**src/rtl/sad_min_search_if.sv**
```systemverilog
// Pixel-pair stream and search-result handshake for sad_min_search.
// The engine takes the slave modport; the pixel source/result consumer take master.
interface sad_min_search_if #(
  parameter int PIX_W    = 8,
  parameter int BLK_LOG2 = 6,
  parameter int MV_W     = 8,
  parameter int IDX_W    = 5
);
  localparam int SAD_W = PIX_W + BLK_LOG2;

  logic             pix_valid;
  logic             pix_ready;
  logic [PIX_W-1:0] cur_pix;
  logic [PIX_W-1:0] ref_pix;
  logic [MV_W-1:0]  cand_mv;
  logic             pix_last;
  logic             search_last;
  logic             best_valid;
  logic             best_ready;
  logic [MV_W-1:0]  best_mv;
  logic [SAD_W-1:0] best_sad;
  logic [IDX_W-1:0] best_idx;
  logic [IDX_W-1:0] cand_cnt;
  logic             busy;
  logic             err;

  modport master (
    output pix_valid, cur_pix, ref_pix, cand_mv, pix_last, search_last, best_ready,
    input  pix_ready, best_valid, best_mv, best_sad, best_idx, cand_cnt, busy, err
  );

  modport slave (
    input  pix_valid, cur_pix, ref_pix, cand_mv, pix_last, search_last, best_ready,
    output pix_ready, best_valid, best_mv, best_sad, best_idx, cand_cnt, busy, err
  );
endinterface

```
**src/rtl/sad_min_search.sv**
```systemverilog
// SAD accumulator with minimum-SAD candidate tracking across one search.
// Optional early termination of losing candidates: SAD_MIN_SEARCH_EARLY_TERM_EN.
module sad_min_search #(
  parameter int PIX_W    = 8,
  parameter int BLK_LOG2 = 6,
  parameter int MV_W     = 8,
  parameter int IDX_W    = 5
) (
  input  logic             clk,
  input  logic             rst,
  sad_min_search_if.slave  bus
`ifdef SAD_MIN_SEARCH_EARLY_TERM_EN
  ,
  output logic [IDX_W-1:0] early_cnt
`endif
);
  localparam int SAD_W = PIX_W + BLK_LOG2;
  // BLK_LOG2=0 still needs a 1-bit counter; it simply stays at zero.
  localparam int CNT_W = (BLK_LOG2 > 0) ? BLK_LOG2 : 1;
  localparam logic [CNT_W-1:0] LAST_CNT = CNT_W'((1 << BLK_LOG2) - 1);

  typedef enum logic [1:0] {ACCUM, CMP, OUT} state_t;

  state_t           state;
  logic [SAD_W-1:0] acc;
  logic [SAD_W-1:0] cand_sad;
  logic [CNT_W-1:0] pix_cnt;
  logic [MV_W-1:0]  cur_mv;
  logic             last_q;
  logic             first_cand;
  logic             pix_ready_q;
  logic             best_valid_q;
  logic [MV_W-1:0]  best_mv_q;
  logic [SAD_W-1:0] best_sad_q;
  logic [IDX_W-1:0] best_idx_q;
  logic [IDX_W-1:0] cand_cnt_q;
  logic             busy_q;
  logic             err_q;
`ifdef SAD_MIN_SEARCH_EARLY_TERM_EN
  logic             rejected;
`endif

  logic             beat;
  logic [PIX_W:0]   diff_wide;
  logic [PIX_W-1:0] diff;
  logic [SAD_W-1:0] acc_sum;
  logic             take_best;

  always_comb begin
    beat      = bus.pix_valid & pix_ready_q;
    diff_wide = '0;
    if (bus.cur_pix >= bus.ref_pix)
      diff_wide = {1'b0, bus.cur_pix} - {1'b0, bus.ref_pix};
    else
      diff_wide = {1'b0, bus.ref_pix} - {1'b0, bus.cur_pix};
    diff      = diff_wide[PIX_W-1:0];
    acc_sum   = acc + SAD_W'(diff);
    // Strict compare: a tie keeps the earlier candidate.
    take_best = first_cand | (cand_sad < best_sad_q);
`ifdef SAD_MIN_SEARCH_EARLY_TERM_EN
    take_best = take_best & ~rejected;
`endif
  end

  always_ff @(posedge clk) begin
    if (rst) begin
      state        <= ACCUM;
      acc          <= '0;
      cand_sad     <= '0;
      pix_cnt      <= '0;
      cur_mv       <= '0;
      last_q       <= 1'b0;
      first_cand   <= 1'b1;
      pix_ready_q  <= 1'b1;
      best_valid_q <= 1'b0;
      best_mv_q    <= '0;
      best_sad_q   <= '0;
      best_idx_q   <= '0;
      cand_cnt_q   <= '0;
      busy_q       <= 1'b0;
      err_q        <= 1'b0;
`ifdef SAD_MIN_SEARCH_EARLY_TERM_EN
      rejected     <= 1'b0;
      early_cnt    <= '0;
`endif
    end else begin
      case (state)
        ACCUM: begin
          if (beat) begin
            pix_cnt <= (pix_cnt == LAST_CNT) ? '0 : pix_cnt + 1'b1;
            if (pix_cnt == '0)
              cur_mv <= bus.cand_mv;
            busy_q <= 1'b1;
            if (bus.pix_last != (pix_cnt == LAST_CNT))
              err_q <= 1'b1;
`ifdef SAD_MIN_SEARCH_EARLY_TERM_EN
            // Once rejected the accumulator is frozen; its SAD is never used.
            if (!rejected) begin
              acc <= acc_sum;
              if (!first_cand && (acc_sum >= best_sad_q))
                rejected <= 1'b1;
            end
`else
            acc <= acc_sum;
`endif
            if (bus.pix_last) begin
              cand_sad    <= acc_sum;
              last_q      <= bus.search_last;
              pix_ready_q <= 1'b0;
              state       <= CMP;
            end
          end
        end

        CMP: begin
          if (take_best) begin
            best_mv_q  <= cur_mv;
            best_sad_q <= cand_sad;
            best_idx_q <= cand_cnt_q;
          end
          if (cand_cnt_q == '1)
            err_q <= 1'b1;
          else
            cand_cnt_q <= cand_cnt_q + 1'b1;
`ifdef SAD_MIN_SEARCH_EARLY_TERM_EN
          if (rejected && (early_cnt != '1))
            early_cnt <= early_cnt + 1'b1;
          rejected <= 1'b0;
`endif
          first_cand <= 1'b0;
          acc        <= '0;
          pix_cnt    <= '0;
          if (last_q) begin
            best_valid_q <= 1'b1;
            state        <= OUT;
          end else begin
            pix_ready_q <= 1'b1;
            state       <= ACCUM;
          end
        end

        OUT: begin
          if (bus.best_ready) begin
            best_valid_q <= 1'b0;
            busy_q       <= 1'b0;
            first_cand   <= 1'b1;
            cand_cnt_q   <= '0;
`ifdef SAD_MIN_SEARCH_EARLY_TERM_EN
            early_cnt    <= '0;
`endif
            pix_ready_q  <= 1'b1;
            state        <= ACCUM;
          end
        end

        default: begin
          pix_ready_q  <= 1'b1;
          best_valid_q <= 1'b0;
          state        <= ACCUM;
        end
      endcase
    end
  end

  assign bus.pix_ready  = pix_ready_q;
  assign bus.best_valid = best_valid_q;
  assign bus.best_mv    = best_mv_q;
  assign bus.best_sad   = best_sad_q;
  assign bus.best_idx   = best_idx_q;
  assign bus.cand_cnt   = cand_cnt_q;
  assign bus.busy       = busy_q;
  assign bus.err        = err_q;
endmodule
```
**src/flat_wrapper.sv**
```systemverilog
// flat-port wrapper written by rule: the top's interface ports become plain ports
module sad_min_search_flat 
#(
  parameter int PIX_W    = 8,
  parameter int BLK_LOG2 = 6,
  parameter int MV_W     = 8,
  parameter int IDX_W    = 5
)
  (clk, rst, bus_pix_valid, bus_cur_pix, bus_ref_pix, bus_cand_mv, bus_pix_last, bus_search_last, bus_best_ready, bus_pix_ready, bus_best_valid, bus_best_mv, bus_best_sad, bus_best_idx, bus_cand_cnt, bus_busy, bus_err);
  sad_min_search_if #(.PIX_W(PIX_W), .BLK_LOG2(BLK_LOG2), .MV_W(MV_W), .IDX_W(IDX_W)) bus_i ();
  input  logic clk;
  input  logic rst;
  input wire logic [$bits(bus_i.pix_valid)-1:0] bus_pix_valid;
  input wire logic [$bits(bus_i.cur_pix)-1:0] bus_cur_pix;
  input wire logic [$bits(bus_i.ref_pix)-1:0] bus_ref_pix;
  input wire logic [$bits(bus_i.cand_mv)-1:0] bus_cand_mv;
  input wire logic [$bits(bus_i.pix_last)-1:0] bus_pix_last;
  input wire logic [$bits(bus_i.search_last)-1:0] bus_search_last;
  input wire logic [$bits(bus_i.best_ready)-1:0] bus_best_ready;
  output wire logic [$bits(bus_i.pix_ready)-1:0] bus_pix_ready;
  output wire logic [$bits(bus_i.best_valid)-1:0] bus_best_valid;
  output wire logic [$bits(bus_i.best_mv)-1:0] bus_best_mv;
  output wire logic [$bits(bus_i.best_sad)-1:0] bus_best_sad;
  output wire logic [$bits(bus_i.best_idx)-1:0] bus_best_idx;
  output wire logic [$bits(bus_i.cand_cnt)-1:0] bus_cand_cnt;
  output wire logic [$bits(bus_i.busy)-1:0] bus_busy;
  output wire logic [$bits(bus_i.err)-1:0] bus_err;
  assign bus_i.pix_valid = bus_pix_valid;
  assign bus_i.cur_pix = bus_cur_pix;
  assign bus_i.ref_pix = bus_ref_pix;
  assign bus_i.cand_mv = bus_cand_mv;
  assign bus_i.pix_last = bus_pix_last;
  assign bus_i.search_last = bus_search_last;
  assign bus_i.best_ready = bus_best_ready;
  assign bus_pix_ready = bus_i.pix_ready;
  assign bus_best_valid = bus_i.best_valid;
  assign bus_best_mv = bus_i.best_mv;
  assign bus_best_sad = bus_i.best_sad;
  assign bus_best_idx = bus_i.best_idx;
  assign bus_cand_cnt = bus_i.cand_cnt;
  assign bus_busy = bus_i.busy;
  assign bus_err = bus_i.err;
  sad_min_search #(.PIX_W(PIX_W), .BLK_LOG2(BLK_LOG2), .MV_W(MV_W), .IDX_W(IDX_W)) u_core (.clk(clk), .rst(rst), .bus(bus_i));
endmodule
```
**config.mk**
```make
export PLATFORM = sky130hd
export DESIGN_NAME = sad_min_search_flat
export DESIGN_NICKNAME = d
export VERILOG_FILES = /design/src/rtl/sad_min_search_if.sv /design/src/rtl/sad_min_search.sv /design/src/flat_wrapper.sv
export SDC_FILE = /design/constraint.sdc
export NUM_CORES = 1
export LEC_CHECK = 0
export CELL_PAD_IN_SITES_DETAIL_PLACEMENT = 0
export CELL_PAD_IN_SITES_GLOBAL_PLACEMENT = 1
export CORE_MARGIN = 4
export CORE_UTILIZATION = 44
export CTS_CLUSTER_DIAMETER = 200
export DETAILED_ROUTE_END_ITERATION = 6
export PLACE_DENSITY = 0.89
export SETUP_SLACK_MARGIN = 0.02
export SKIP_CTS_REPAIR_TIMING = 1
export SYNTH_ARGS = -nofsm -noshare
export SYNTH_HDL_FRONTEND = slang
export SYNTH_SLANG_ARGS = --single-unit
```
**constraint.sdc**
```tcl
create_clock -name clk -period 12.95 [get_ports clk]
set_input_delay 2.59 -clock clk [delete_from_list [all_inputs] [get_ports clk]]
set_output_delay 2.59 -clock clk [all_outputs]
set_load 0.02 [all_outputs]
```
Yosys cells after proc, flatten, opt, wreduce, memory -nomap -nowiden
Index checks and enable logic that the tools add are counted.

Bits of input ports: 30. Register bits after elaboration: 82. Output and inout port bits: 36. Word-level logic and storage cells: 83.

Bitwise gates (word level): 3. $lt $le $gt $ge: 2. $add $sub $neg: 5. Mux-type cells: 29. Equality and inequality tests: 13. Reduce and logical (&&, ||, !) cells: 16.

Operators by type and width (number): $pmux W14 S2 (1); $reduce_and A3 Y1 (6); $sub A8 B8 Y8 (2); $add A14 B8 Y14 (1); $lt A14 B14 Y1 (1); $mux W14 (1); $mux W6 (2); $pmux W6 S2 (1); $mux W1 (10); $mux W5 (2); $pmux W5 S2 (1); $ge A8 B8 Y1 (1); $mux W2 (4); $mux W8 (1); $ne A2 B1 Y1 const B (4); $ne A2 B2 Y1 const B (4); $reduce_and A4 Y1 (2); $add A6 B1 Y6 const B (1); $eq A6 B6 Y1 const B (1); $logic_not A6 Y1 (1); $pmux W1 S2 (3); $pmux W1 S3 (2); $pmux W2 S3 (1); $reduce_and A2 Y1 (3); other kinds (10) (12).

Logic depth before layout (Yosys ltp)
Gate-level depths: netlist (run 1).

Word-level depth: 5. Gate-level depth with buffers: 19. Mapped depth without buffers: 17.

Worst setup path before layout (run 1)
No wires, ideal clock.

Path type: input to register. Start: input bus_cur_pix[0]. End: register u_core.cand_sad[8]. Library setup time: 0.115 ns. Required time: 12.835 ns. Cell stages on the path: 17. Path buffers: 2. Data arrival time: 5.782 ns. Path slack: 7.053 ns. Cell sequence: inv_1 ha_1 inv_1 fa_1 nand3_1 a311oi_1 a211oi_1 buf_4 mux2_1 fa_1 a21oi_1 o21ai_1 a21oi_1 o21a_1 buf_2 nor3_1 a2111oi_0.

Longest elaborated chain between the ends: 3. Elaborated cells between the ends (all ways): 5. Those cells by class: 3 x add/sub; 1 x order compare; 1 x mux.

RTL lines: start: declaration (RTL line flat_wrapper.sv:14) `input wire logic [$bits(bus_i.cur_pix)-1:0] bus_cur_pix;`; $sub A8 B8 Y8 (tied with other cells) (RTL line sad_min_search.sv:55) `diff_wide = {1'b0, bus.ref_pix} - {1'b0, bus.cur_pix};`; $mux W8 (*) (RTL line sad_min_search.sv:52) `if (bus.cur_pix >= bus.ref_pix)`; $add A14 B8 Y14 (*) (RTL line sad_min_search.sv:57) `acc_sum = acc + SAD_W'(diff);`; end signal: assignment (RTL line sad_min_search.sv:107) `cand_sad <= acc_sum;`; end: declaration (RTL line sad_min_search.sv:26) `logic [SAD_W-1:0] cand_sad;`.

Every way passes the cells marked *; elsewhere a longest branch is shown, timed or not. A chain may end at the register's enable or synchronous reset.

Final worst setup path (run 1)
Start: input bus_ref_pix[0]. End: register u_core.acc[9].

Longest elaborated chain between the ends: 5. Elaborated cells between the ends (all ways): 7. Those cells by class: 3 x add/sub; 1 x order compare; 3 x mux.

RTL lines: start: declaration (RTL line flat_wrapper.sv:15) `input wire logic [$bits(bus_i.ref_pix)-1:0] bus_ref_pix;`; $sub A8 B8 Y8 (tied with other cells) (RTL line sad_min_search.sv:55); $mux W8 (*) (RTL line sad_min_search.sv:52); $add A14 B8 Y14 (*) (RTL line sad_min_search.sv:57); $mux W14 (*) (RTL line sad_min_search.sv:89) `if (beat) begin`; $pmux W14 S2 (*) (RTL line sad_min_search.sv:87) `case (state)`; end signal: assignment (RTL line sad_min_search.sv:104) `acc <= acc_sum;`; end: declaration (RTL line sad_min_search.sv:25) `logic [SAD_W-1:0] acc;`.

Every way passes the cells marked *; elsewhere a longest branch is shown, timed or not. The select of a mux whose other input is x is not followed.

==> metrics.md, run 1 <==
| Metric | Value |
|---|---|
| Max-Cap Viols | `0` |
| Worst-path cell chain | `clkdlybuf4s50_1 -> ha_1 -> inv_1 -> fa_1 -> nand3_1 -> a311oi_1 -> a211oi_1 -> buf_4 -> mux2_2 -> o221ai_1 -> xor2_1 -> ha_1 -> nor4b_1 -> o21ai_1 -> or3_1 -> a31oi_1` |
| Slowest stage cell, crit path | `nor4b_1` |
| First-pass GRT wire length | `~16 mm` |
| Crit-path max FO | `11` |
| Logic gate share of total power | `between 20% and 30%` |
| Worst Reg-to-Reg Cells | `9` |
| Critical Path End Type | `flop` |
| Cell row count | `36` |
| Worst hold path class | `reg -> reg` |
| Area leader, netlist | `dfxtp_1` |
| Pleak | `~2.2 nW` |
| Final Cycle Share | `49.3%` |
| Worst path depth | `16` |
| Worst Hold Depth | `1` |
| Synth Instances | `about 530` |
| Setup Crit Path Kind | `in -> reg` |
| TritonCTS clock tree | `built` |
| Num CTS Buffers | `9` |
| Sequential fraction of the synthesis area | `around 36%` |
| YS warnings | `0` |
| Clk root buf | `clkbuf_8` |
| Via Count | `3706` |
| Pre-CTS setup slack | `6.19 ns` |
| Status | `finished, final reports clean` |
| Final Max Tran Viols | `0` |
| Buf/Inv on CP | `3` |
| RSZ-0062 raised after global routing | `no` |
| Setup TNS | `0 ns` |
| Final net count | `653` |
| Number of diodes | `0` |
| Avg Cell Area, Syn | `~8.6 um2` |
| Sw power | `about 0.21 mW` |
| Avg Vias per Cell | `roughly 5.2` |
| Pre-antenna DRT Iters | `4` |
| Synth Register Bits | `between 80 and 90` |
| RD Place Congestion | `~0.85` |
| Asr flop ratio synth | `0%` |
| DRC | `0` |
| Port-buffer cells | `65` |
| Initial antenna violation count | `0` |
| Top cell family by delay on the critical path | `simple AND/OR/NAND/NOR gates` |
| Die area | `approximately 12000 um2` |
| Minimum clock period | `approximately 6.4 ns` |
| Top achievable clock speed | `approximately 0.16 GHz` |
| Starting density of the core | `45.8%` |
| Vias in the first global route | `~3600` |
| Post-route cell area | `~5400 um2` |
| Final HPWL DP | `between 7 and 8 mm` |
| Crit path DAT | `between 6 and 7 ns` |
| Final antenna-violating net count | `0` |
| Clock skew | `0.00818 ns` |
| Initial drt markers | `approximately 110` |
| Core area | `between 9000 and 10000 um2` |
| Depth of the CTS H-tree | `3` |
| Worst vdd ir | `~0.061 mV` |
| Die Wd | `roughly 110 um` |
| Overflow after GRT | `0` |
| Commonest cells post-synth | `dfxtp_1, nor2_1, inv_1` |
| CP max stage delay | `0.55 ns` |
| Largest cells by area after synthesis | `dfxtp_1, ha_1, mux2i_1, nor2_1, a21oi_1` |
| Number of synthesized flops with an enable pin | `0` |
| Area Overhead vs Synth | `19.5%` |
| Placed inst area | `around 5200 um2` |
| Post-Route WL | `approximately 9.5 mm` |
| Skew-Pair Late Insertion Delay | `approximately 0.35 ns` |
| GRT Overall Usage | `between 10% and 20%` |
| Max-slew headroom | `roughly a third` |
| Clock power share | `27.0%` |
| Share of cells above drive strength 1 | `under 10%` |
| Clock-pin slew on the worst setup and hold paths | `~0.09 ns` |
| Worst Path Required | `approximately 13 ns` |
| Final Hold Viols | `0` |
| Internal cell power | `slightly above 0.4 mW` |
| PnR worst setup slack | `approximately 6.6 ns` |
| Sequential Power Share | `about 45%` |
| Setup violations, final | `0` |
| Post-Syn Area | `4520 um2` |
| Syn Nets | `between 500 and 600` |
| Critical Path Most Common Cell | `ha_1` |
| Most used flip-flop cell after synthesis | `dfxtp_1` |
| Drt wl/cell | `13.2 um` |
| WHS | `between 0.4 and 0.5 ns` |
| Yosys cell types | `55` |
| Least-Margin Pin Slew | `just under 1 ns` |
| Clock sinks | `82` |
| Pin count of the biggest net entering global routing | `a little over 70` |
| Power Density | `roughly 120 nW/um2` |
| Count leader, synth | `dfxtp_1` |
| Max clock buf depth | `2` |
| I/O pin total | `66` |
| Share of the synthesized area in the top cell type | `between 30 and 40%` |
| DIE HEIGHT | `between 100 and 150 um` |
| Worst setup SP type | `input pin` |
| Net Sw Frac | `between 30% and 40%` |
[sequential cells by signal, summed over array words and instances (netlist names)]
register,cells
u_core.bus.best_idx,5
u_core.cand_sad,14
u_core.bus.best_mv,8
u_core.bus.cand_cnt,5
u_core.bus.pix_ready,1
u_core.cur_mv,8
u_core.state,2
u_core.pix_cnt,6
u_core.last_q,1
u_core.acc,14
u_core.bus.best_valid,1
u_core.first_cand,1
u_core.bus.busy,1
u_core.bus.best_sad,14
u_core.bus.err,1
[path summary, 6_finish.rpt]
path	start	endpoint	slack, ns
max	bus_ref_pix[0]	u_core.acc[9]	6.57
min	u_core.acc[7]	u_core.acc[7]	0.47
max reg2reg	u_core.bus.best_sad[9]	u_core.bus.best_sad[4]	10.34
min reg2reg	u_core.acc[7]	u_core.acc[7]	0.47
[power by group through the flow]
stage	logic, mW	clock network (mW)	registers, mW
2_1_floorplan	0.129	0	0.285
3_3_place_gp	0.172	0	0.286
3_5_place_dp	0.175	0	0.286
4_1_cts	0.176	0.175	0.281
5_1_grt	0.196	0.186	0.283
6_report	0.176	0.168	0.281
[cell type report]
cell class                      count  area, um2
Fill cell                         892       4470
Multi-Input combinational cell    373       2570
Sequential cell                    82       1640
Timing Repair Buffer               68        668
Inverter                           46        173
Tap cell                          133        166
Clock buffer                        9        124
Clock inverter                      7       53.8
[layout by cell type (no fill, tap or decap), types with 8 or more instances in the layout]
master	Yosys	final
inv_1	45	45
mux2i_1	38	38
clkbuf_8	0	9
o21ai_1	8	8
ha_1	40	40
xnor2_1	9	9
nor3_1	9	9
or3_1	8	8
clkdlybuf4s50_1	0	64
a21oi_1	36	36
o21ai_0	12	12
dfxtp_1	82	82
a21o_1	8	8
nand2_1	37	37
nor2_1	73	73
nand3_1	10	10
[worst register-to-register path: stages, from the launching register on]
cell	delay [ns]
dfxtp_1	0.38
inv_1	0.06
ha_1	0.33
a21oi_1	0.14
o21ai_0	0.10
a221o_1	0.40
a221oi_4	0.31
buf_4	0.45
mux2i_1	0.26
nor2_1	0.05
[layer usage]
metal / vias up / track usage [%] / share of wire (%)
met4: 0 / 4.72 / 1.1
met1: 1702 / 21.8 / 48
met5: - / 0 / 0
met3: 9 / 2.64 / 4.5
li1: 1926 / - / -
met2: 69 / 27.7 / 46
[logic make-up (layout without fill, tap and decap cells)]
family                   count (synthesis)  after routing  synth area share (%)
multiplexers                            41             41                  9.17
XOR/XNOR                                16             16                  3.10
adder cells (fa/ha/maj)                 43             43                  12.4
buffers and inverters                   70            130                  6.98
flip-flops                              82             82                  36.3
AND/OR/NAND/NOR                        165            165                  16.5
AO/OA/AOI/OAI                          108            108                  15.5
[through the flow]
step,power [mW],utilization (%),instances
after floorplan,0.415,-,525
after global placement,0.458,52.9,702
after detailed placement,0.461,52.9,702
after CTS,0.632,54.7,718
after global routing,0.665,54.7,718
final,0.624,54.7,718
No activity file was read; power rests on OpenSTA's default activity.
==> run 2: changes to the inputs <==
- CORE_UTILIZATION: 44 -> 41
- PLACE_DENSITY: 0.89 -> 0.84
- clock period: 12.95 -> 6.1 ns (I/O delays scaled with it)
==> run 2 against run 1 <==
Net effect:
- die area grew 6.8%
- clock power up 150%
- routed wire length is 1.1% higher
- critical endpoint unchanged
==> metrics.md, run 2 (synthesized netlist as in run 1, its figures left out) <==
| Metric | Value |
|---|---|
| Max-Cap Viols | `0` |
| Initial antenna violation count | `0` |
| Worst vdd ir | `a little over 0.1 mV` |
| Slowest stage cell, crit path | `a211oi_1` |
| Vias in the first global route | `3697` |
| Final Hold Viols | `0` |
| Pin count of the biggest net entering global routing | `71` |
| Depth of the CTS H-tree | `3` |
| Clock sinks | `just over 80` |
| Post-placement cell count | `709` |
| Clk root buf | `clkbuf_8` |
| Worst Path Required | `between 6 and 7 ns` |
| Post-Route WL | `around 9.6 mm` |
| Cell row count | `38` |
| Setup Crit Path Kind | `in -> reg` |
| Critical Path End Type | `flop` |
| Sw power | `around 0.42 mW` |
| Drt wl/cell | `around 13 um` |
| Power Density | `~250 nW/um2` |
| Crit path DAT | `around 5.5 ns` |
| Internal cell power | `just under 1 mW` |
| RSZ-0062 raised after global routing | `no` |
| Max clock buf depth | `2` |
| GRT Overall Usage | `15.6%` |
| Via Count | `3693` |
| Worst hold path class | `reg -> reg` |
| Pleak | `roughly 2.2 nW` |
| Top cell family by delay on the critical path | `compound AO/OA/AOI/OAI gates` |
| Port-buffer cells | `between 60 and 70` |
| Setup violations, final | `0` |
| Die area | `approximately 13000 um2` |
| Commonest non-fill, non-tap cells in the layout | `dfxtp_1, nor2_1, clkdlybuf4s50_1, inv_1, ha_1` |
| Max-slew headroom | `a little under 40%` |
| Clock power share | `between 30% and 40%` |
| Starting density of the core | `41.9%` |
| Commonest non-fill, non-tap cell in the layout | `dfxtp_1` |
| Crit-path max FO | `8` |
| Share of cells above drive strength 1 | `4.27%` |
| Pre-antenna DRT Iters | `4` |
| Minimum clock period | `about 5.2 ns` |
| DIE HEIGHT | `roughly 110 um` |
| Avg Vias per Cell | `~5` |
| Least-Margin Pin Slew | `between 0.9 and 1 ns` |
| Area Overhead vs Synth | `20.4%` |
| Final Cycle Share | `between 80% and 90%` |
| Logic gate share of total power | `about a quarter` |
| Initial drt markers | `around 200` |
| Setup TNS | `0 ns` |
| CP max stage delay | `~0.59 ns` |
| Status | `finished, final reports clean` |
| Top achievable clock speed | `0.191 GHz` |
| RD Place Congestion | `slightly below 0.9` |
| Clock-pin slew on the worst setup and hold paths | `roughly 0.080 ns` |
| Buf/Inv on CP | `3` |
| Final Core Density | `between 50% and 60%` |
| Final Max Tran Viols | `0` |
| Final antenna-violating net count | `0` |
| Clock skew | `0.0152 ns` |
| First-pass GRT wire length | `between 15 and 20 mm` |
| Finished Layout Cells | `between 700 and 800` |
| Overflow after GRT | `0` |
| TritonCTS clock tree | `built` |
| Critical Path Most Common Cell | `ha_1` |
| Skew-Pair Late Insertion Delay | `0.35 ns` |
| Die Wd | `roughly 110 um` |
| I/O pin total | `66` |
| Worst-path cell chain | `clkdlybuf4s50_1 -> ha_1 -> inv_1 -> fa_1 -> nand3_1 -> a311oi_1 -> a211oi_1 -> buf_4 -> mux2i_1 -> o221ai_1 -> xor2_1 -> ha_1 -> nor4b_1 -> o21ai_1 -> or3_1 -> a31oi_1` |
| Final HPWL DP | `roughly 7.2 mm` |
| Num CTS Buffers | `9` |
| Core area | `10800 um2` |
| DRC | `0` |
| Number of diodes | `0` |
| Final net count | `~650` |
| Net Sw Frac | `30.5%` |
| Sequential Power Share | `43.0%` |
| Design Power | `1.39 mW` |
| Worst setup SP type | `input pin` |
-- run 2: changes by cell type in the layout (fill, tap and decap cells not counted) --
cell | before | now
bufinv_16 | 0 | 2
clkbuf_1 | 0 | 2
clkinvlp_4 | 2 | 0
inv_6 | 1 | 0
inv_8 | 1 | 0
-- run 2: per-layer routing --
metal	vias to the layer above	GRT usage, %	share of wire, %
met5	-	0	0
met4	0	4.97	1.4
li1	1921	-	-
met2	83	25.9	45
met1	1681	19.9	48
met3	8	4.01	5.2
-- run 2: worst paths after layout --
kind	start	endpoint	slack, ns	cells after the start
hold reg to reg	u_core.cand_sad[0]	u_core.cand_sad[0]	0.47	2
hold / removal	u_core.cand_sad[0]	u_core.cand_sad[0]	0.47	2
setup / recovery	bus_ref_pix[0]	u_core.acc[9]	0.86	16
setup reg to reg	u_core.bus.best_sad[9]	u_core.bus.best_mv[2]	3.55	9
-- run 2: tightest hold or removal path, stage by stage (launching register included) --
cell     delay, ns
dfxtp_1       0.32
nand2_1       0.05
a21oi_1       0.05
-- run 2: stage by stage --
stage          hold slack [ns]  cell area, um2  worst slack [ns]
2_1_floorplan            0.432            4520              1.57
3_3_place_gp             0.449            5230             0.717
3_5_place_dp             0.463            5230             0.515
4_1_cts                  0.474            5440             0.891
5_1_grt                  0.487            5440             0.497
6_report                 0.471            5440             0.862
-- run 2: area by class of cell --
class	instances	area (um2)
fill	1045	5350
multi-input combinational	373	2570
sequential	82	1640
timing repair buffer	68	668
tap	140	175
inverter	46	173
clock buffer	11	131
clock inverter	5	78.8
-- run 2: power by group through the flow --
stage	registers (mW)	logic (mW)	clock network (mW)
finish	0.596	0.370	0.419
global route	0.601	0.417	0.454
CTS	0.596	0.371	0.434
detailed placement	0.609	0.370	0
global placement	0.608	0.362	0
floorplan	0.606	0.275	0
